[src/rtl/pipe_cond_control.sv]
// Pipelined control unit: Decode-stage decoder, D->E / E->M / M->W control
// registers, condition-code evaluation against a registered NZCV flag set,
// and branch-taken resolution in Execute.
module pipe_cond_control #(
    parameter bit         COND_EN       = 1'b1,
    parameter bit         REG_OFFSET_EN = 1'b1,
    parameter logic [3:0] FLAGS_RESET   = 4'b0000
) (
    input  logic        CLK,
    input  logic        RESET,
    input  logic [31:0] InstrD,
    input  logic [3:0]  ALUFlagsE,
    input  logic        FlushE,
    output logic [1:0]  ImmSrcD,
    output logic [1:0]  RegSrcD,
    output logic        ALUSrcE,
    output logic [3:0]  ALUControlE,
    output logic        BranchTakenE,
    output logic        RegWriteM,
    output logic        MemWriteM,
    output logic        MemtoRegM,
    output logic        RegWriteW,
    output logic        MemtoRegW,
    output logic [3:0]  FlagsQ,
    output logic        UndefD
);

    localparam logic [3:0] ALU_AND = 4'b0000;
    localparam logic [3:0] ALU_SUB = 4'b0010;
    localparam logic [3:0] ALU_ADD = 4'b0100;
    localparam logic [3:0] ALU_ORR = 4'b1100;
    localparam logic [3:0] ALU_MOV = 4'b1101;
    localparam logic [3:0] ALU_CMP = 4'b1010;

    // Control bundle carried from Decode into Execute
    typedef struct packed {
        logic       reg_write;
        logic       mem_write;
        logic       mem_to_reg;
        logic       alu_src;
        logic [3:0] alu_control;
        logic       branch;
        logic [1:0] flag_write;   // [1] = N,Z  [0] = C,V
    } ctrl_t;

    ctrl_t       ctrl_d, ctrl_e;
    logic [3:0]  cond_e;
    logic        cond_ex;
    logic [1:0]  op;
    logic [5:0]  funct;
    logic [3:0]  cmd;
    logic        undef;
    logic [1:0]  imm_src;
    logic [1:0]  reg_src;
    logic [3:0]  flags_q;
    logic        reg_write_m, mem_write_m, mem_to_reg_m;
    logic        reg_write_w, mem_to_reg_w;
    logic        flag_n, flag_z, flag_c, flag_v;

    // Register numbers in the low nibble are not needed by the control path
    logic unused_bits;
    assign unused_bits = ^InstrD[3:0];

    assign op    = InstrD[27:26];
    assign funct = InstrD[25:20];
    assign cmd   = funct[4:1];

    // Decode: undefined encodings leave every enable at zero
    always_comb begin
        ctrl_d  = '0;
        imm_src = 2'b00;
        reg_src = 2'b00;
        undef   = 1'b0;
        case (op)
            2'b00: begin
                if (InstrD[27:4] == 24'h12FFF1) begin
                    // BX: branch to Rm through the MOV path
                    ctrl_d.branch      = 1'b1;
                    ctrl_d.alu_control = ALU_MOV;
                end else begin
                    case (cmd)
                        ALU_ADD, ALU_SUB, ALU_AND, ALU_ORR, ALU_MOV: begin
                            ctrl_d.reg_write   = 1'b1;
                            ctrl_d.alu_control = cmd;
                            ctrl_d.alu_src     = funct[5];
                            if (funct[0])
                                ctrl_d.flag_write = (cmd == ALU_ADD || cmd == ALU_SUB) ? 2'b11 : 2'b10;
                        end
                        ALU_CMP: begin
                            ctrl_d.alu_control = ALU_SUB;
                            ctrl_d.alu_src     = funct[5];
                            ctrl_d.flag_write  = 2'b11;
                        end
                        default: undef = 1'b1;
                    endcase
                end
            end
            2'b01: begin
                imm_src            = 2'b01;
                ctrl_d.alu_src     = ~funct[5];
                ctrl_d.alu_control = funct[3] ? ALU_ADD : ALU_SUB;
                if (funct[5] && !REG_OFFSET_EN) begin
                    undef = 1'b1;
                    ctrl_d.alu_src = 1'b0;
                end else if (funct[0]) begin
                    ctrl_d.reg_write  = 1'b1;
                    ctrl_d.mem_to_reg = 1'b1;
                end else begin
                    ctrl_d.mem_write = 1'b1;
                    reg_src[1]       = 1'b1;
                end
            end
            2'b10: begin
                imm_src            = 2'b10;
                reg_src[0]         = 1'b1;
                ctrl_d.branch      = 1'b1;
                ctrl_d.alu_src     = 1'b1;
                ctrl_d.alu_control = ALU_ADD;
                ctrl_d.reg_write   = InstrD[24];
            end
            default: undef = 1'b1;
        endcase
    end

    // D->E register; reset and flush both insert an all-zero bubble
    always_ff @(posedge CLK) begin
        if (RESET) begin
            ctrl_e <= '0;
            cond_e <= 4'b0000;
        end else if (FlushE) begin
            ctrl_e <= '0;
            cond_e <= InstrD[31:28];
        end else begin
            ctrl_e <= ctrl_d;
            cond_e <= InstrD[31:28];
        end
    end

    assign {flag_n, flag_z, flag_c, flag_v} = flags_q;

    // Condition check against the registered flags
    always_comb begin
        cond_ex = 1'b0;
        case (cond_e)
            4'b0000: cond_ex = flag_z;
            4'b0001: cond_ex = ~flag_z;
            4'b0010: cond_ex = flag_c;
            4'b0011: cond_ex = ~flag_c;
            4'b0100: cond_ex = flag_n;
            4'b0101: cond_ex = ~flag_n;
            4'b0110: cond_ex = flag_v;
            4'b0111: cond_ex = ~flag_v;
            4'b1000: cond_ex = flag_c & ~flag_z;
            4'b1001: cond_ex = ~flag_c | flag_z;
            4'b1010: cond_ex = (flag_n == flag_v);
            4'b1011: cond_ex = (flag_n != flag_v);
            4'b1100: cond_ex = ~flag_z & (flag_n == flag_v);
            4'b1101: cond_ex = flag_z | (flag_n != flag_v);
            4'b1110: cond_ex = 1'b1;
            default: cond_ex = 1'b0;
        endcase
        if (!COND_EN)
            cond_ex = 1'b1;
    end

    // NZCV register; N,Z and C,V update independently
    always_ff @(posedge CLK) begin
        if (RESET) begin
            flags_q <= FLAGS_RESET;
        end else begin
            if (ctrl_e.flag_write[1] && cond_ex)
                flags_q[3:2] <= ALUFlagsE[3:2];
            if (ctrl_e.flag_write[0] && cond_ex)
                flags_q[1:0] <= ALUFlagsE[1:0];
        end
    end

    // E->M register; writes are squashed when the condition fails
    always_ff @(posedge CLK) begin
        if (RESET) begin
            reg_write_m  <= 1'b0;
            mem_write_m  <= 1'b0;
            mem_to_reg_m <= 1'b0;
        end else begin
            reg_write_m  <= ctrl_e.reg_write & cond_ex;
            mem_write_m  <= ctrl_e.mem_write & cond_ex;
            mem_to_reg_m <= ctrl_e.mem_to_reg;
        end
    end

    // M->W register
    always_ff @(posedge CLK) begin
        if (RESET) begin
            reg_write_w  <= 1'b0;
            mem_to_reg_w <= 1'b0;
        end else begin
            reg_write_w  <= reg_write_m;
            mem_to_reg_w <= mem_to_reg_m;
        end
    end

    assign ImmSrcD      = imm_src;
    assign RegSrcD      = reg_src;
    assign UndefD       = undef;
    assign ALUSrcE      = ctrl_e.alu_src;
    assign ALUControlE  = ctrl_e.alu_control;
    assign BranchTakenE = ctrl_e.branch & cond_ex;
    assign RegWriteM    = reg_write_m;
    assign MemWriteM    = mem_write_m;
    assign MemtoRegM    = mem_to_reg_m;
    assign RegWriteW    = reg_write_w;
    assign MemtoRegW    = mem_to_reg_w;
    assign FlagsQ       = flags_q;

endmodule

[config.mk]
export PLATFORM = sky130hd
export DESIGN_NAME = pipe_cond_control
export DESIGN_NICKNAME = d
export VERILOG_FILES = /design/src/rtl/pipe_cond_control.sv
export SDC_FILE = /design/constraint.sdc
export NUM_CORES = 1
export LEC_CHECK = 0
export BUFFER_PORTS_ARGS = -buffer_cell sky130_fd_sc_hd__buf_2
export CORE_MARGIN = 8
export CORE_UTILIZATION = 50
export CTS_CLUSTER_SIZE = 12
export DETAILED_ROUTE_END_ITERATION = 6
export PLACE_DENSITY = 0.83
export SYNTH_ARGS = -nofsm -noshare
export SYNTH_HDL_FRONTEND = slang
export SYNTH_SLANG_ARGS = --single-unit
[constraint.sdc]
create_clock -name CLK -period 2.8 [get_ports CLK]
set_input_delay 0.28 -clock CLK [delete_from_list [all_inputs] [get_ports CLK]]
set_output_delay 0.28 -clock CLK [all_outputs]
set_load 0.02 [all_outputs]
# Word-level counts from Yosys, hierarchy flattened
# Cells that the tools add are included.
# word_totals
inputBits	39
regBits	24
out_inout_bits	20
# op_classes
n_mux	22
n_bitwise	14
n_eq_ne	24
n_reduce_logical	12
# ops
operator	count
$eq 4x4->1 const B	10
$eq 24x21->1 const B	1
$eq 4x3->1 const B	5
$pmux 1 s15	1
$pmux 5 s3	1
$eq 4x2->1 const B	3
$mux 1	11
$pmux 5 s2	1
$logic_not 4->1	2
$pmux 2 s2	2
$not 1->1	7
$reduce_or 6->1	1
$and 1x1->1	5
$reduce_or 5->1	1
$eq 4x1->1 const B	1
$mux 4	1
$pmux 1 s2	2
$reduce_or 2->1	2
$reduce_or 4->1	1
$mux 3	1
$pmux 1 s3	1
$reduce_or 3->1	1
$eq 2x1->1 const B	1
$eq 2x2->1 const B	1
7 further kinds	9

# Longest topological paths before layout
# Gate-level depths: netlist of run 1.
# depth
depth_word	5
depth_mapped	6
depth_no_buf	6

# Least setup slack after synthesis of run 1
# No wires, ideal clock.
# synth_path
kind	register -> output
startpoint	register flags_q[3], in the netlist FlagsQ[3]
endpoint	output BranchTakenE
t_arrival_ns	1.818
path_slack_ns	0.702
path_stages_with_launch	7
n_path_buf	1
required_ns	2.520
path_cell_list	dfxtp_1 > buf_2 > xnor2_1 > a221o_1 > o311a_4 > nor3_1 > nor2b_1
# synth_between
elab_chain_len	4
word_cells_on_any_way	7
cone_classes	eq/ne (2); mux (1); bitwise (4)
# synth_lines
element	line_no	text
start, declared	55	logic [3:0] flags_q;
start signal, assigned	172	flags_q[3:2] <= ALUFlagsE[3:2];
$ne 1x1->1 / $eq 1x1->1 (equally long branches)	-	
$or 1x1->1 / $and 1x1->1 (equally long branches)	158, 157	
$pmux 1 s15 (*)	144	case (cond_e)
$and 1x1->1 (*)	207	assign BranchTakenE = ctrl_e.branch & cond_ex;
end, declared	18	output logic BranchTakenE,
# Every way passes the cells marked *; elsewhere a longest branch is shown, timed or not.

# Worst setup path in the final report of run 1
# layout_path
startpoint	register cond_e[2]
endpoint	output BranchTakenE
# layout_between
elab_chain_len	3
word_cells_on_any_way	17
cone_classes	eq/ne (14); mux (1); bitwise (1); reduce/logical (1)
# layout_lines
element	line_no	text
start, declared	47	logic [3:0] cond_e;
start signal, assigned	132	cond_e <= InstrD[31:28];
start signal, assigned	135	cond_e <= InstrD[31:28];
$eq 4x4->1, or another cell as far along	144	
$pmux 1 s15 (*)	144	
$and 1x1->1 (*)	207	
# Marks and branches as above.

==> qor.csv, run 1 <==
metric,value,unit
layout.cells.non_filler,220,
htreeDepth,1,
vias_per_cell,5.72,
crit_family,compound AO/OA/AOI/OAI gates,
yosys_warnings,0,
cts_setup_buffers,0,
grt_max_degree,23,
syn_inst,143,
layout_setup_ws,154,ps
ant_nets,0,
seqPwrFrac,0.504,
syn-num-nets,187,
synth_area,1320,um2
hold_class,in -> reg,
port_buffers,54,
p_clk_frac,0.350,
cts.sinks,24,
fin_setup_tns,0,ps
place_congestion,0.813,
vias,1259,
pre_cts_slack,562,ps
cp-end-kind,output port,
layout_common_cells,"buf_2, dfxtp_1, nor2b_1",
drive_gt1_frac,0.342,
worstPathArrival,2370,ps
dr.pass1.iters,4,
tightest_slew,548,ps
nFillCells,211,
reg2reg_to,MemWriteM,
power_density,437,nW/um2
drt_wl_total,3.31,mm
initial_core_util,0.529,
holdWs,174,ps
die_width,67.4,um
ys_types,40,
worstSetupStartpointType,register,
skew,6.60,ps
power,707,uW
wire_per_inst,15.1,um
overflow,0,
cts_buffers,3,
fin_nets,235,
switchingPower,168,uW
synth-edff-count,0,
r2r-start,cond_e[2],
p_int,539,uW
power_frac_comb,0.147,
place_inst,216,
finalCritPeriodShare,0.945,
synthFlopType,dfxtp_1,
num_antenna_cells,0,
ctsHoldBuffers,0,
crit_path_top_delay_cell,dfxtp_1,
clk_pin_slew,130,ps
yosysSeqAreaShare,0.364,
postPlaceCellArea,1570,um2
outcome,completed,
max-slew-margin-rel,0.635,
final_cell_area,1620,um2
rsz0062_at_grt,false,
tritoncts,yes,
cp.required,2520,ps
grt_pass1_wl,5.70,mm
die-height,67.4,um
cp.depth,6,
critical-path-max-stage-delay,570,ps
async_reset_ff_frac,0,
fin_util,0.648,
grt_pass1_vias,1414,
vdd_drop_max,478,uV
drc,0,
drtIter0Drc,76,
path_buf_inv,1,
coreArea,2500,um2
r2r_slack,780,ps
critPathMaxFanout,12,
setup_viol,0,
max_freq,0.378,GHz
finalMaxSlewViolations,0,
crit_path_cell_trace,"nand2_1, a221o_1, o311a_4, nor3_1, nor2b_1, buf_2",
syn_area_per_cell,9.24,um2
num_rows,18,
crit_end,BranchTakenE,
ios,59,
layout_min_cycle_time,2650,ps
syn_to_final_growth,22.5,%
cts_root_buf,clkbuf_4,
place_hpwl,2.62,mm
hold_viol,0,
cts_resized,0,
switching_share,0.238,
grt.total_usage,0.154,
clk-insertion-delay-late,310,ps
clockBufferDepth,2,
dieArea,4540,um2
power.leakage,0.737,nW
yosys_register_bits,24,
crit_start,cond_e[2],
antenna_found_initial,0,
critPathKind,reg -> out,
ff2ff_path_depth,5,
final_common_cell,buf_2,
maxCapViolCount,0,
Yosys cell counts, types with 2 or more instances:
cell type / instances / area share
o21ai_0: 2 / 0.0076
mux2i_1: 6 / 0.045
buf_2: 3 / 0.011
nor3b_1: 5 / 0.028
ha_1: 5 / 0.047
nor3_1: 8 / 0.030
a21oi_1: 5 / 0.019
buf_4: 5 / 0.028
nor4_1: 2 / 0.0095
nand2b_1: 9 / 0.043
nor2_1: 7 / 0.020
nand4_1: 4 / 0.019
dfxtp_1: 24 / 0.36
and2_1: 2 / 0.0095
clkbuf_1: 3 / 0.0085
nor4bb_1: 3 / 0.023
nor2b_1: 14 / 0.066
o31ai_4: 2 / 0.032
a31oi_1: 3 / 0.014
nand2_1: 6 / 0.017
inv_1: 6 / 0.017
sequential cells by signal (all words and copies together) (netlist names):
name	flops
ctrl_e	6
ALUControlE	4
FlagsQ	4
cond_e	4
ALUSrcE	1
MemWriteM	1
MemtoRegM	1
MemtoRegW	1
RegWriteM	1
RegWriteW	1
how the worst min path moves through the flow:
stage / from / to / cells past startpoint
after floorplan: FlushE / ctrl_e[8] / 1
after global placement: ctrl_e[8] / MemtoRegM / 1
after detailed placement: ctrl_e[8] / MemtoRegM / 1
after CTS: FlushE / ctrl_e[2] / 2
after global routing: FlushE / ctrl_e[2] / 2
final: FlushE / ctrl_e[2] / 2
power groups by stage:
stage | clock network, mW | logic, mW | registers, mW
after global placement | 0 | 0.0981 | 0.363
after CTS | 0.252 | 0.103 | 0.356
final | 0.247 | 0.104 | 0.356
after detailed placement | 0 | 0.103 | 0.363
after floorplan | 0 | 0.0634 | 0.360
after global routing | 0.269 | 0.115 | 0.358
kinds of logic (layout without fill, tap and decap cells):
family,count (synthesis),after routing,share of synthesized area
DFF,24,24,0.364
AOI/OAI and AO/OA,21,21,0.148
muxes,6,6,0.0455
buffers and inverters,17,64,0.0653
xor gates and xnor gates,1,1,0.00663
and+or+nand+nor,69,69,0.324
adders and majority gates,5,5,0.0473
final cells by class:
class	count	area, um2	share of cell area
Multi-Input combinational cell	102	754	0.466
Inverter	6	22.5	0.0139
Clock buffer	3	22.5	0.0139
Clock inverter	1	30.0	0.0185
Timing Repair Buffer	54	270	0.167
Tap cell	30	37.5	0.0232
Sequential cell	24	482	0.298
routing by layer:
metal / vias to the layer above / share of wire / global-route usage
met4: 0 / 0.019 / 0.0679
met1: 587 / 0.41 / 0.166
met3: 8 / 0.085 / 0.0430
met2: 67 / 0.49 / 0.276
li1: 597 / - / -
met5: - / 0 / 0
Power figures use the tool's default switching activity.
==> run 2, diff against run 1 <==
--- a/config.mk
+++ b/config.mk
@@ -7,9 +7,10 @@
 export LEC_CHECK = 0
 export BUFFER_PORTS_ARGS = -buffer_cell sky130_fd_sc_hd__buf_2
+export CORE_ASPECT_RATIO = 0.7
 export CORE_MARGIN = 8
-export CORE_UTILIZATION = 50
+export CORE_UTILIZATION = 42
 export CTS_CLUSTER_SIZE = 12
 export DETAILED_ROUTE_END_ITERATION = 6
-export PLACE_DENSITY = 0.83
+export PLACE_DENSITY = 0.74
 export SYNTH_ARGS = -nofsm -noshare
 export SYNTH_HDL_FRONTEND = slang
==> constraint.sdc (replaced) <==
create_clock -name CLK -period 2.2 [get_ports CLK]
set_input_delay 0.66 -clock CLK [delete_from_list [all_inputs] [get_ports CLK]]
set_output_delay 0.66 -clock CLK [all_outputs]
set_load 0.02 [all_outputs]
==> qor.csv, run 2 (same netlist as run 1, synthesis figures left out) <==
metric,value,unit,change
regMostFlops,ctrl_e,,unchanged
htreeDepth,1,,unchanged
vias,1346,,was 1259
hold_viol,0,,unchanged
drc,0,,unchanged
fin_util,0.647,,was 0.648
grt_pass1_vias,1539,,was 1414
power_density,515,nW/um2,was 437 nW/um2
tightest_slew,337,ps,was 548 ps
hold_class,reg -> reg,,was in -> reg
dieArea,5230,um2,was 4540 um2
finalMaxSlewViolations,0,,unchanged
rsz0062_at_grt,true,,was false
power.leakage,0.931,nW,was 0.737 nW
dr.pass1.iters,4,,unchanged
r2r_slack,220,ps,was 780 ps
seqCellArea,492,um2,was 482 um2
tritoncts,yes,,unchanged
ant_nets,0,,unchanged
cp-end-kind,output port,,unchanged
ios,59,,unchanged
worstPathArrival,1880,ps,was 2370 ps
overflow,0,,unchanged
vias_per_cell,5.24,,was 5.72
drive_gt1_frac,0.493,,was 0.342
grt_max_degree,23,,unchanged
violations,negative setup slack,,
ctsHoldBuffers,0,,unchanged
clk-insertion-delay-late,270,ps,was 310 ps
clockBufferDepth,2,,unchanged
place_hpwl,3.41,mm,was 2.62 mm
setup_viol,2,,was 0
holdWs,449,ps,was 174 ps
coreArea,3080,um2,was 2500 um2
vdd_drop_max,303,uV,was 478 uV
layout_min_cycle_time,2540,ps,
drt_wl_total,4.02,mm,was 3.31 mm
num_rows,17,,was 18
port_buffers,54,,unchanged
final_common_cell,buf_2,,unchanged
cp.required,1540,ps,was 2520 ps
critPathMaxFanout,9,,was 12
outcome,"finished, violations left",,was completed
place_congestion,0.819,,was 0.813
final_cell_area,2000,um2,was 1620 um2
die-height,62.9,um,was 67.4 um
max_freq,0.394,GHz,
syn_to_final_growth,51.0,%,was 22.5%
fin_nets,264,,was 235
cts_root_buf,clkbuf_8,,was clkbuf_4
nFillCells,257,,was 211
grt.total_usage,0.156,,was 0.154
layout_common_cells,"buf_2, buf_4, dfxtp_1",,"was buf_2, dfxtp_1, nor2b_1"
drtIter0Drc,113,,was 76
clk_pin_slew,90,ps,was 130 ps
multi_input_area,843,um2,was 754 um2
finalCritPeriodShare,1.15,,
die_width,83.0,um,was 67.4 um
cts_buffers,3,,unchanged
max-slew-margin-rel,0.774,,was 0.635
postPlaceCellArea,1880,um2,was 1570 um2
cts.sinks,24,,unchanged
wire_per_inst,15.6,um,was 15.1 um
antenna_found_initial,0,,unchanged
skew,4.60,ps,was 6.60 ps
layout_setup_ws,-341,ps,was 154 ps
critPathKind,reg -> out,,unchanged
initial_core_util,0.428,,was 0.529
maxCapViolCount,0,,unchanged
grt_pass1_wl,6.84,mm,was 5.70 mm
worstSetupStartpointType,register,,unchanged
num_antenna_cells,0,,unchanged
largest_reg_flops,6,,unchanged
==> run 2: cell types whose count changed in the layout (fill, tap and decap cells not counted), sizes merged <==
cell and delta:
buf +29
==> run 2: where the power goes <==
| group | internal, mW | switching [mW] | total, mW |
|---|---|---|---|
| sequential | 0.442 | 0.00870 | 0.450 |
| combinational | 0.100 | 0.0934 | 0.193 |
| clock | 0.243 | 0.141 | 0.385 |
| total | 0.785 | 0.244 | 1.03 |
==> run 2: final cells by class <==
type / count / area share
flip-flops and latches: 24 / 0.246
multi-input cells: 102 / 0.423
repair buffers: 83 / 0.260
well taps: 38 / 0.0238
inverters: 6 / 0.0113
clock buffers: 3 / 0.0207
clock inverters: 1 / 0.0150
==> run 2: worst max-delay path: stages (launching register included) <==
cell and delay (ps):
dfxtp_4 380, nor4bb_1 130, a221o_1 370, o311a_4 340
nor3_4 200, nor2b_4 60, buf_6 130
==> run 2: path summary, 6_finish.rpt <==
check                  from            to  depth (start not counted)
setup / recovery  cond_e[2]  BranchTakenE                          6
hold / removal    ctrl_e[8]     MemtoRegM                          1
setup reg to reg  cond_e[2]     FlagsQ[3]                          6
hold reg to reg   ctrl_e[8]     MemtoRegM                          1
==> run 2: metal layers <==
| metal | part of all wire | up-vias | track usage |
|---|---|---|---|
| li1 | - | 657 | - |
| met1 | 0.40 | 630 | 0.155 |
| met2 | 0.52 | 49 | 0.290 |
| met3 | 0.064 | 10 | 0.0586 |
| met4 | 0.022 | 0 | 0.0524 |
| met5 | 0 | - | 0 |
==> run 2: through the flow <==
stage | setup slack (ps) | TNS, ps | std cells | total power [mW]
4_1_cts | -346 | -548 | 257 | 1.03
3_5_place_dp | -276 | -454 | 253 | 0.646
3_3_place_gp | -194 | -311 | 253 | 0.635
6_report | -341 | -534 | 257 | 1.03
5_1_grt | -391 | -650 | 257 | 1.07
2_1_floorplan | -24.9 | -25.8 | 143 | 0.555
==> run 2: repair_timing <==
item | 4_1_cts | 5_1_grt
gates cloned | 0 | 0
resized for setup | 13 | 1
hold endpoints to repair | 0 | 0
setup endpoints to repair | 2 | 2
buffers inserted | 0 | 0
